## src/rtl/bcd_stopwatch.sv

```systemverilog
// MM:SS stopwatch in packed BCD, paced by rising edges of the divider's square wave.
// A small FSM (IDLE/RUN/PAUSED/OVF) is sequenced by start/stop presses and a level clear.
module bcd_stopwatch #(
   parameter int TICKS_PER_SEC = 2
) (
   input  logic        clk,
   input  logic        reset,
   input  logic        tick_in,
   input  logic        start_stop,
   input  logic        clear,
   output logic [15:0] time_bcd,
   output logic        running,
   output logic        ovf,
   output logic        sec_pulse
);

   typedef enum logic [1:0] {
      IDLE   = 2'd0,
      RUN    = 2'd1,
      PAUSED = 2'd2,
      OVF    = 2'd3
   } state_t;

   localparam logic [7:0] PRESC_MAX = 8'(TICKS_PER_SEC - 1);

   state_t      state;
   logic [7:0]  presc;
   logic        tick_q;
   logic        ss_q;
   logic        tick_rise;
   logic        ss_rise;
   logic [16:0] inc_res;

   // One-second BCD increment; bit 16 flags a carry out of 99:59.
   function automatic logic [16:0] bcd_inc(input logic [15:0] t);
      logic [3:0] su, st, mu, mt;
      logic       c;
      {mt, mu, st, su} = t;
      c = 1'b0;
      if (su == 4'd9) begin
         su = 4'd0;
         if (st == 4'd5) begin
            st = 4'd0;
            if (mu == 4'd9) begin
               mu = 4'd0;
               if (mt == 4'd9) c = 1'b1;
               else            mt = mt + 4'd1;
            end else begin
               mu = mu + 4'd1;
            end
         end else begin
            st = st + 4'd1;
         end
      end else begin
         su = su + 4'd1;
      end
      return {c, mt, mu, st, su};
   endfunction

   assign tick_rise = tick_in & ~tick_q;
   assign ss_rise   = start_stop & ~ss_q;
   assign inc_res   = bcd_inc(time_bcd);

   // Edge-detect history; reset high so a level already high at release is not an edge.
   always_ff @(posedge clk or posedge reset) begin
      if (reset) begin
         tick_q <= 1'b1;
         ss_q   <= 1'b1;
      end else begin
         tick_q <= tick_in;
         ss_q   <= start_stop;
      end
   end

   // Stopwatch FSM with prescaler, BCD time and registered status outputs.
   always_ff @(posedge clk or posedge reset) begin
      if (reset) begin
         state     <= IDLE;
         time_bcd  <= 16'h0000;
         presc     <= 8'd0;
         running   <= 1'b0;
         ovf       <= 1'b0;
         sec_pulse <= 1'b0;
      end else begin
         sec_pulse <= 1'b0;
         if (clear) begin
            state    <= IDLE;
            time_bcd <= 16'h0000;
            presc    <= 8'd0;
            running  <= 1'b0;
            ovf      <= 1'b0;
         end else begin
            case (state)
               IDLE: begin
                  if (ss_rise) begin
                     state   <= RUN;
                     presc   <= 8'd0;
                     running <= 1'b1;
                  end
               end
               RUN: begin
                  // Overflow wins over a same-cycle press: the count is over.
                  if (tick_rise && presc == PRESC_MAX && inc_res[16]) begin
                     presc   <= 8'd0;
                     state   <= OVF;
                     running <= 1'b0;
                     ovf     <= 1'b1;
                  end else begin
                     if (tick_rise) begin
                        if (presc == PRESC_MAX) begin
                           presc     <= 8'd0;
                           time_bcd  <= inc_res[15:0];
                           sec_pulse <= 1'b1;
                        end else begin
                           presc <= presc + 8'd1;
                        end
                     end
                     if (ss_rise) begin
                        state   <= PAUSED;
                        running <= 1'b0;
                     end
                  end
               end
               PAUSED: begin
                  if (ss_rise) begin
                     state   <= RUN;
                     running <= 1'b1;
                  end
               end
               OVF: begin
                  state <= OVF;
               end
               default: begin
                  state   <= IDLE;
                  running <= 1'b0;
                  ovf     <= 1'b0;
               end
            endcase
         end
      end
   end

endmodule

```

## config.mk

```make
export PLATFORM = sky130hd
export DESIGN_NAME = bcd_stopwatch
export DESIGN_NICKNAME = d
export VERILOG_FILES = /design/src/rtl/bcd_stopwatch.sv
export SDC_FILE = /design/constraint.sdc
export NUM_CORES = 1
export LEC_CHECK = 0
export ABC_AREA = 1
export CAP_MARGIN = 20
export CORE_ASPECT_RATIO = 0.7
export CORE_MARGIN = 8
export CORE_UTILIZATION = 50
export DETAILED_ROUTE_END_ITERATION = 8
export PLACE_DENSITY = 0.8
export SLEW_MARGIN = 0
export SYNTH_ARGS = -nofsm -noshare
export SYNTH_HDL_FRONTEND = slang
export SYNTH_SLANG_ARGS = --single-unit
```

## constraint.sdc

```tcl
create_clock -name clk -period 1.8 [get_ports clk]
set_clock_uncertainty 0.2 [all_clocks]
set_input_delay 0.36 -clock clk [delete_from_list [all_inputs] [get_ports clk]]
set_output_delay 0.36 -clock clk [all_outputs]
set_load 0.02 [all_outputs]
```

**After elaboration in Yosys (flattened, before gate mapping)**

Index checks and enable logic that the tools add are counted.

- Add/sub/neg operators: 5
- Equal/unequal tests: 14
- Muxes and demuxes: 43
- Bitwise logic cells: 4
- Reduce and logical (&&, ||, !) cells: 21

Operator list:

| kind | count |
|---|---|
| $mux W16 | 5 |
| $mux W4 | 10 |
| $mux W8 | 5 |
| $add A4 B1 Y4 const B | 4 |
| $mux W1 | 16 |
| $pmux W8 S2 | 1 |
| $reduce_bool A2 Y1 | 7 |
| $eq A4 B4 Y1 const B | 3 |
| $add A8 B1 Y8 const B | 1 |
| $eq A8 B1 Y1 const B | 1 |
| $mux W2 | 4 |
| $ne A4 B4 Y1 const B | 2 |
| $reduce_and A8 Y1 | 1 |
| $pmux W2 S3 | 1 |
| $reduce_and A3 Y1 | 2 |
| $reduce_and A6 Y1 | 1 |
| $reduce_bool A3 Y1 | 2 |
| $reduce_and A5 Y1 | 1 |
| $eq A2 B2 Y1 const B | 2 |
| $eq A4 B3 Y1 const B | 1 |
| $ne A2 B2 Y1 const B | 2 |
| $reduce_and A2 Y1 | 2 |
| $reduce_and A4 Y1 | 1 |
| $ne A3 B1 Y1 const B | 1 |
| 8 further kinds | 11 |

- Register bits: 31
- Logic and storage cells: 98

**Depth between registers and ports, before layout**

Gate-level depths: netlist of the first run.

- Depth in word-level cells: 10
- Gate-level depth with buffers: 12
- Depth with buffers taken out: 12

**Worst setup path after synthesis of the first run**

No wires, ideal clock.

- Path type: flip-flop to flip-flop
- Start: register time_bcd[12]
- End: register time_bcd[4]
- Setup time: 118 ps
- Data arrival time: 1528 ps
- Setup slack: -46 ps
- Cell stages (with the launch flop): 12
- Path buffers: 1
- Path through: dfrtp_1 > ha_1 > nand2_1 > nor2_1 > nand2_1 > nor2_4 > nand2_4 > nand2_4 > nand2_4 > buf_6 > nand3_1 > nand2_1

- Longest elaborated chain between the ends: 8

Ends and longest elaborated chain:

| what | line | RTL |
|---|---|---|
| from (decl) | 11 | `output logic [15:0] time_bcd,` |
| from (signal assigned) | 112 | `time_bcd <= inc_res[15:0];` |
| $eq A4 B4 Y1 | 46 | `if (mt == 4'd9) c = 1'b1;` |
| $mux W1 | 46 |  |
| $mux W1 | 44 | `if (mu == 4'd9) begin` |
| $mux W1 | 42 | `if (st == 4'd5) begin` |
| $mux W1 | 40 | `if (su == 4'd9) begin` |
| $logic_and A1 B1 Y1 | 103 | `if (tick_rise && presc == PRESC_MAX && inc_res[16]) begin` |
| $ne A2 B2 Y1 (no source line) | n/a |  |
| $reduce_and A5 Y1 (no source line) | n/a |  |

No other way between the ends.
A chain may end at the register's enable or synchronous reset.

**Worst setup path in the final report of the first run**

- Start: register time_bcd[0]
- End: register time_bcd[13]

- Longest elaborated chain between the ends: 5
- Elaborated cells between the ends (all ways): 6
- Classes of those cells: eq/ne: 2; mux: 1; reduce/logical: 3

Ends and longest elaborated chain:

| what | line |
|---|---|
| $eq A4 B4 Y1 * | 40 |
| $mux W1 | 40 |
| $logic_and A1 B1 Y1 | 103 |
| $ne A2 B2 Y1 (no source line) | n/a |
| $reduce_and A8 Y1 (no source line) * | n/a |

Mark *: on every way between the ends. The rest lies on a longest branch, timed or not.

==> results of run 1 <==
-- cell usage in the layout (no fill, tap or decap), drive strengths merged --
cell type,synthesis,layout
ha,10,10
inv,25,25
a21oi,4,4
o21ai,16,16
a21boi,1,1
o31ai,1,1
xnor2,3,3
nand3,15,15
xor2,4,4
clkdlybuf4s50,0,4
nor2,34,34
a2bb2oi,1,1
dlygate4sd2,0,18
nand4,11,11
dfstp,2,2
nor4,1,1
dfrtp,29,29
nand2,72,72
clkinv,0,1
buf,4,34
dlymetal6s2s,0,1
o21a,3,3
or2,2,2
nand3b,1,1
clkbuf,0,7
-- layout make-up --
cell class                      count  area, um^2
Sequential cell                    31         788
Clock inverter                      1        5.00
Clock buffer                        7        86.3
Multi-Input combinational cell    179        1110
Inverter                           25        93.8
Tap cell                           52        65.1
Timing Repair Buffer               57         478
Fill cell                         293        1200
-- power groups by stage --
stage	Combinational, mW	Clock, mW	Sequential [mW]
final	1.22	0.567	0.913
after global routing	1.36	0.621	0.926
after CTS	1.18	0.587	0.912
after detailed placement	1.21	0	0.922
after global placement	1.19	0	0.921
after floorplan	0.525	0	1.06
-- synthesized netlist by cell type (all sizes together) --
cell type and n:
a21boi 1, a21oi 4, a2bb2oi 1, buf 4, dfrtp 29, dfstp 2
ha 10, inv 25, nand2 72, nand3 15, nand3b 1, nand4 11
nor2 34, nor4 1, o21a 3, o21ai 16, o31ai 1, or2 2
xnor2 3, xor2 4
-- kinds of logic (layout without fill, tap and decap cells) --
family	after synthesis	count (layout)	share of synthesized area [%]
AOI/OAI and AO/OA	26	26	8.64
buffers and inverters	29	90	7.04
and+or+nand+nor	136	136	35.0
DFF	31	31	39.8
adders and majority gates	10	10	6.40
xor gates and xnor gates	7	7	3.14
-- final timing paths --
kind                             startpoint            to  slack (ns)  cells after the start
worst max-delay path            time_bcd[0]  time_bcd[13]        0.01                      8
min in group clk                    running       running        0.28                      2
worst max register to register  time_bcd[0]  time_bcd[13]        0.01                      8
worst min-delay path                  reset   time_bcd[4]        0.20                      3
worst min register to register      running       running        0.28                      2
max in group asynchronous             reset          ss_q        0.96                      3
-- state kept, by name (all words and copies together) (netlist names) --
signal	count
running	1
tick_q	1
time_bcd	16
state	2
presc	8
ss_q	1
sec_pulse	1
ovf	1
-- what timing repair did --
item | 4_1_cts | 5_1_grt
pin swaps | 0 | 3
gates resized for setup | 23 | 15
gates cloned | 0 | 0
buffers inserted | 0 | 1
endpoints found under the setup margin | 30 | 30
-- worst max-delay path: stages, from the launching register on --
cell     delay, ns
dfrtp_2       0.40
ha_1          0.20
nand2_1       0.11
nor2_4        0.06
o21ai_1       0.33
nor2_4        0.05
buf_4         0.16
nand4_1       0.09
nand2_1       0.06
-- stage by stage --
stage	total power, mW	setup WS, ns	TNS (ns)	hold WS, ns	util [%]
floorplan	1.59	0.000616	0	0.164	-
global placement	2.12	-0.231	-4.87	0.256	64.8
detailed placement	2.14	-0.301	-5.66	0.277	64.8
CTS	2.68	0.0141	0	0.195	67.1
global route	2.91	-0.136	-1.93	0.234	68.7
finish	2.70	0.0106	0	0.197	68.7
-- metal layers --
metal	track usage (%)	wire length, um	part of all wire [%]
met1	20.3	2170	48
met4	5.36	61	1.4
met2	23.7	1930	43
met3	6.79	324	7.2
met5	0	0	0
==> impl_results.md, run 1 <==
* Clock Latency Late Sink at 0.29 ns
* Period minus WS final at between 1.5 and 2 ns
* Sw Ratio at between 30% and 40%
* Period Utilization, post-route at 99.4%
* Worst-Margin Slew at between 0.3 and 0.4 ns
* Largest net degree at the start of global routing at 32
* I/O pins at 24
* Outcome: finished, final reports clean
* Clk pwr share at 21.0%
* Die ar. at about 0.0062 mm^2
* Post-Syn Instances at around 240
* Die H at between 60 and 70 um
* Critical Path Start Type: register
* Largest cells by area after synthesis: dfrtp_1 37%, nand2_1 12%, ha_1 6.4%
* Internal power at about 1.7 mW
* Number of global-route vias before repair at ~1.6k
* RSZ-0062 raised after global routing: yes
* Nets at 314
* Syn_area_per_cell at about 8 um^2
* Average wire per standard cell at approximately 13 um
* Net Switching at about 1.0 mW
* DP HPWL at roughly 3300 um
* Max cap viols at 0
* Clk pin slew, worst setup/hold paths at around 0.070 ns
* Synth warn at 0
* Share of cells above drive strength 1 at a little under a third
* Non-filler instance count after layout at 352
* Post-route ant nets at 0
* TritonCTS clock tree: yes
* # setup viols final at 0
* Library cells used by synthesis at 33
* # hold bufs at CTS at 0
* Max transition margin at between 70 and 80%
* Mapped cell area at approximately 0.002 mm^2
* Kind of critical path: reg -> reg
* Count of pins over their slew limit at 0
* Via count at about 1.7k
* Post-synth top area share at between 30 and 40%
* Syn_nets at approximately 250
* Register area share after synthesis at about two fifths
* Area post-placement at around 0.0025 mm^2
* Fmax at around 0.56 GHz
* Site row count at 19
* Inst Count DP at 343
* Port buffer count at 23
* PD cells at about 1000 mW/mm^2
* Vias/cell at slightly below 5
* Global-route wire length before repair at approximately 7700 um
* Largest fanout on the critical path at 4
* Starting utilization of the core area at between 50 and 60%
* CTS root buf: clkbuf_8
* Seq pwr share at ~34%
* Seq cells post-synth at 31
* Total gr overflow at 0
* Remaining DRCs at 0
* Element type at the critical path end: register
* Antenna cells at 0
* Num CTS Buffers at 5
* Synth area leader: dfrtp_1
* VDD IR max at just under 0.0008 V
* Area Overhead vs Synth at 34.6%
* Final count of hold timing violations at 0
* CTS Sinks at 31
* Die extent in x at between 90 and 100 um
* Routed wire length at 4480 um
* CP arrival at ~1.8 ns
* GRT Total Usage at around 16%
* H-tree Lvls at 2
* Worst Path Required at approximately 1.8 ns
* First-pass detailed-route iteration total at 4
* Initial antenna violation count at 0
* Core Footprint at approximately 0.0038 mm^2
* DRT iter0 DRCs at about 200
* RePlAce Congestion at a little under 0.9
* Hold Path Class: in -> async
* Comb pwr share at 45.2%
* Leak at roughly 1.4 nW
* Final Cell Area at 0.00263 mm^2
* Clock buffer depth at 2
No activity file was read; power rests on OpenSTA's default activity.
==> run 2: changes to the inputs <==
==> constraint.sdc (replaced) <==
create_clock -name clk -period 1.8 [get_ports clk]
set_clock_uncertainty 0.2 [all_clocks]
set_input_delay 0.36 -clock clk [delete_from_list [all_inputs] [get_ports clk]]
set_output_delay 0.36 -clock clk [all_outputs]
set_load 0.05 [all_outputs]
==> run 2 against run 1 <==
The flow now finishes with violations (setup timing). Sequential share of layout area down 2.8 points. Global-route usage grew 0.69 points. Maximum frequency decreased by 2.0%. Critical endpoint is now time_bcd[4]. Critical path type unchanged. Power rose by 22%. Core utilization rose by 7.2 points. Sequential cell count is the same.
==> impl_results.md, run 2 (synthesis gave the netlist of run 1 again) <==
* Outcome: finished with violations
* Violated checks: setup timing
* Kind of critical path: reg -> reg
* Post-route ant nets at 0 (unchanged)
* Worst reg2reg path startpoint: presc[1]
* RePlAce Congestion at 0.871 (-1.2%)
* First-pass detailed-route iteration total at 5 (+1)
* # setup viols final at 14 (+14)
* Total gr overflow at 0 (unchanged)
* CP arrival at 1.84 ns (+0.08 ns)
* TritonCTS clock tree: yes
* Final count of hold timing violations at 0 (unchanged)
* Clock buffer depth at 2 (unchanged)
* Area post-placement at 0.00268 mm^2 (+7.9%)
* Remaining DRCs at 0 (unchanged)
* Reg-to-reg slack, setup at -0.03 ns (-0.04 ns)
* R2r worst-path depth at 11 (+3)
* Number of global-route vias before repair at 1,752 (+7.0%)
* CTS Sinks at 31 (unchanged)
* Most frequent cells in the layout: 59 x nand2_1, 39 x buf_4, 20 x inv_1, 20 x nor2_1, 20 x dfrtp_1
* Element type at the critical path end: register
* Fillers at 251 (-14%)
* Period minus WS final at 1.83 ns (+0.0358 ns)
* PD cells at 1130 mW/mm^2 (+10%)
* Final Cell Area at 0.00291 mm^2 (+10%)
* Final Power at 3.28 mW (+22%)
* Die extent in x at 90.7 um (unchanged)
* Leak at 1.45 nW (+3.2%)
* Vias/cell at 5.10 (+2.8%)
* DP HPWL at 3440 um (+3.1%)
* Hold Path Class: in -> async
* Core Footprint at 0.00383 mm^2 (unchanged)
* Most common cell after layout, fill and taps aside: nand2_1
* Non-filler instance count after layout at 359 (+2.0%)
* Die ar. at 0.00620 mm^2 (unchanged)
* Top Registers: time_bcd (16), presc (8), state (2)
* Period Utilization, post-route at 101% (+2.0 points)
* Routed wire length at 4840 um (+7.9%)
* Average wire per standard cell at 13.5 um (+5.8%)
* Site row count at 19 (unchanged)
* Clk pin slew, worst setup/hold paths at 0.06 ns (about the same)
* Max cap viols at 0 (unchanged)
* Critical Path Start Type: register
* RSZ-0062 raised after global routing: yes
* Max FFs per register at 16 (unchanged)
* Inst Count DP at 345 (+0.58%)
* Global-route wire length before repair at 8110 um (+5.7%)
* Max transition margin at 77.1% (+3.0 points)
* Critical-path top delay cell: dfrtp_1
* DRT iter0 DRCs at 153 (-24%)
* CP cell instances: inv_1 -> ha_2 -> nand2_2 -> nor2_2 -> nand2_2 -> nor2_4 -> nor2_4 -> a21oi_4 -> buf_6 -> nand3_1 -> nand2_1
* Share of cells above drive strength 1 at 39.4% (+8.4 points)
* H-tree Lvls at 2 (unchanged)
* Clock Latency Late Sink at 0.28 ns (about the same)
* CTS root buf: clkbuf_8
* Final Worst Setup Slack at -0.0252 ns (-0.0358 ns)
* Worst Path Required at 1.82 ns (+0.05 ns)
* CP max stage delay at 0.38 ns (-0.02 ns)
* Worst-Margin Slew at 0.341 ns (-0.0453 ns)
* Port buffer count at 23 (unchanged)
* GRT Total Usage at 16.5% (+0.69 points)
* Initial antenna violation count at 0 (unchanged)
* I/O pins at 24 (unchanged)
* Fmax at 0.548 GHz (-2.0%)
* Hold slack at 0.206 ns (+0.00933 ns)
* Num CTS Buffers at 5 (unchanged)
* Nets at 321 (+2.2%)
* Largest net degree at the start of global routing at 32 (unchanged)
* Via count at 1,832 (+4.9%)
* Post-Route Setup TNS at -0.199 ns (-0.199 ns)
* R2r endpoint: time_bcd[4]
* Starting utilization of the core area at 51.1% (unchanged)
* Antenna cells at 0 (unchanged)
* Count of pins over their slew limit at 0 (unchanged)
* Area Overhead vs Synth at 48.7%
* Largest fanout on the critical path at 4 (unchanged)
* Die H at 68.3 um (unchanged)
* Top reg by flops: time_bcd
* VDD IR max at 0.000919 V (+19%)
run 2: cell count changes in the layout (fill, tap and decap cells not counted), moves of 3 or more:
cell | previous run | this run
dlygate4sd2_1 | 18 | 0
o21ai_1 | 3 | 8
buf_4 | 33 | 39
nand2_2 | 5 | 8
nand2_1 | 62 | 59
o21ai_0 | 9 | 6
buf_12 | 1 | 19
nor2_2 | 6 | 9
run 2: metrics by stage:
stage	utilization, %	setup slack [ns]
after CTS	74.3	-0.0457
after global routing	75.9	-0.134
after floorplan	-	-0.0893
final	75.9	-0.0252
after detailed placement	69.9	-0.317
after global placement	69.9	-0.239
run 2: layout make-up:
cell class / instances / area, um^2 / share of cell area [%]
Timing Repair Buffer: 63 / 727 / 25.0
Multi-Input combinational cell: 180 / 1130 / 38.9
Inverter: 25 / 93.8 / 3.23
Clock buffer: 8 / 100 / 3.45
Sequential cell: 31 / 790 / 27.2
Tap cell: 52 / 65.1 / 2.24
run 2: power breakdown:
part	leakage [nW]	switching (mW)	internal, mW	total, mW
sequential	0.403	0.0750	0.822	0.897
clock	0.0515	0.251	0.348	0.599
combinational	0.992	0.989	0.799	1.79
total	1.45	1.31	1.97	3.28
run 2: worst max-delay path, delay by kind of cell (launching register included):
kind | cells | cell delay (ns)
adder cells (fa/ha/maj) | 1 | 0.18
AO/OA/AOI/OAI | 1 | 0.18
flip-flops | 1 | 0.38
AND/OR/NAND/NOR | 7 | 0.65
buffers and inverters | 2 | 0.19
run 2: what timing repair did:
action	in CTS	in global routing
endpoints found under the setup margin	19	29
gates cloned	1	0
gates resized for setup	9	14
pin swaps	3	3
hold buffers	0	0
setup buffers	3	2
run 2: metal layers:
layer  track usage [%]  routed length (um)  up-vias
li1                  -                   -      906
met1              20.6                2200      852
met2              26.4                2230       66
met3              4.16                 300        8
met4              9.07                  98        0
met5                 0                   0        -
run 2: worst max path at each step:
stage	start	end	slack, ns	depth (start not counted)
2_1_floorplan	time_bcd[8]	time_bcd[4]	-0.09	11
5_1_grt	presc[1]	time_bcd[5]	-0.13	12
6_report	presc[1]	time_bcd[4]	-0.03	11
3_5_place_dp	clear	presc[2]	-0.32	8
4_1_cts	presc[1]	time_bcd[6]	-0.05	11
3_3_place_gp	clear	presc[2]	-0.24	8
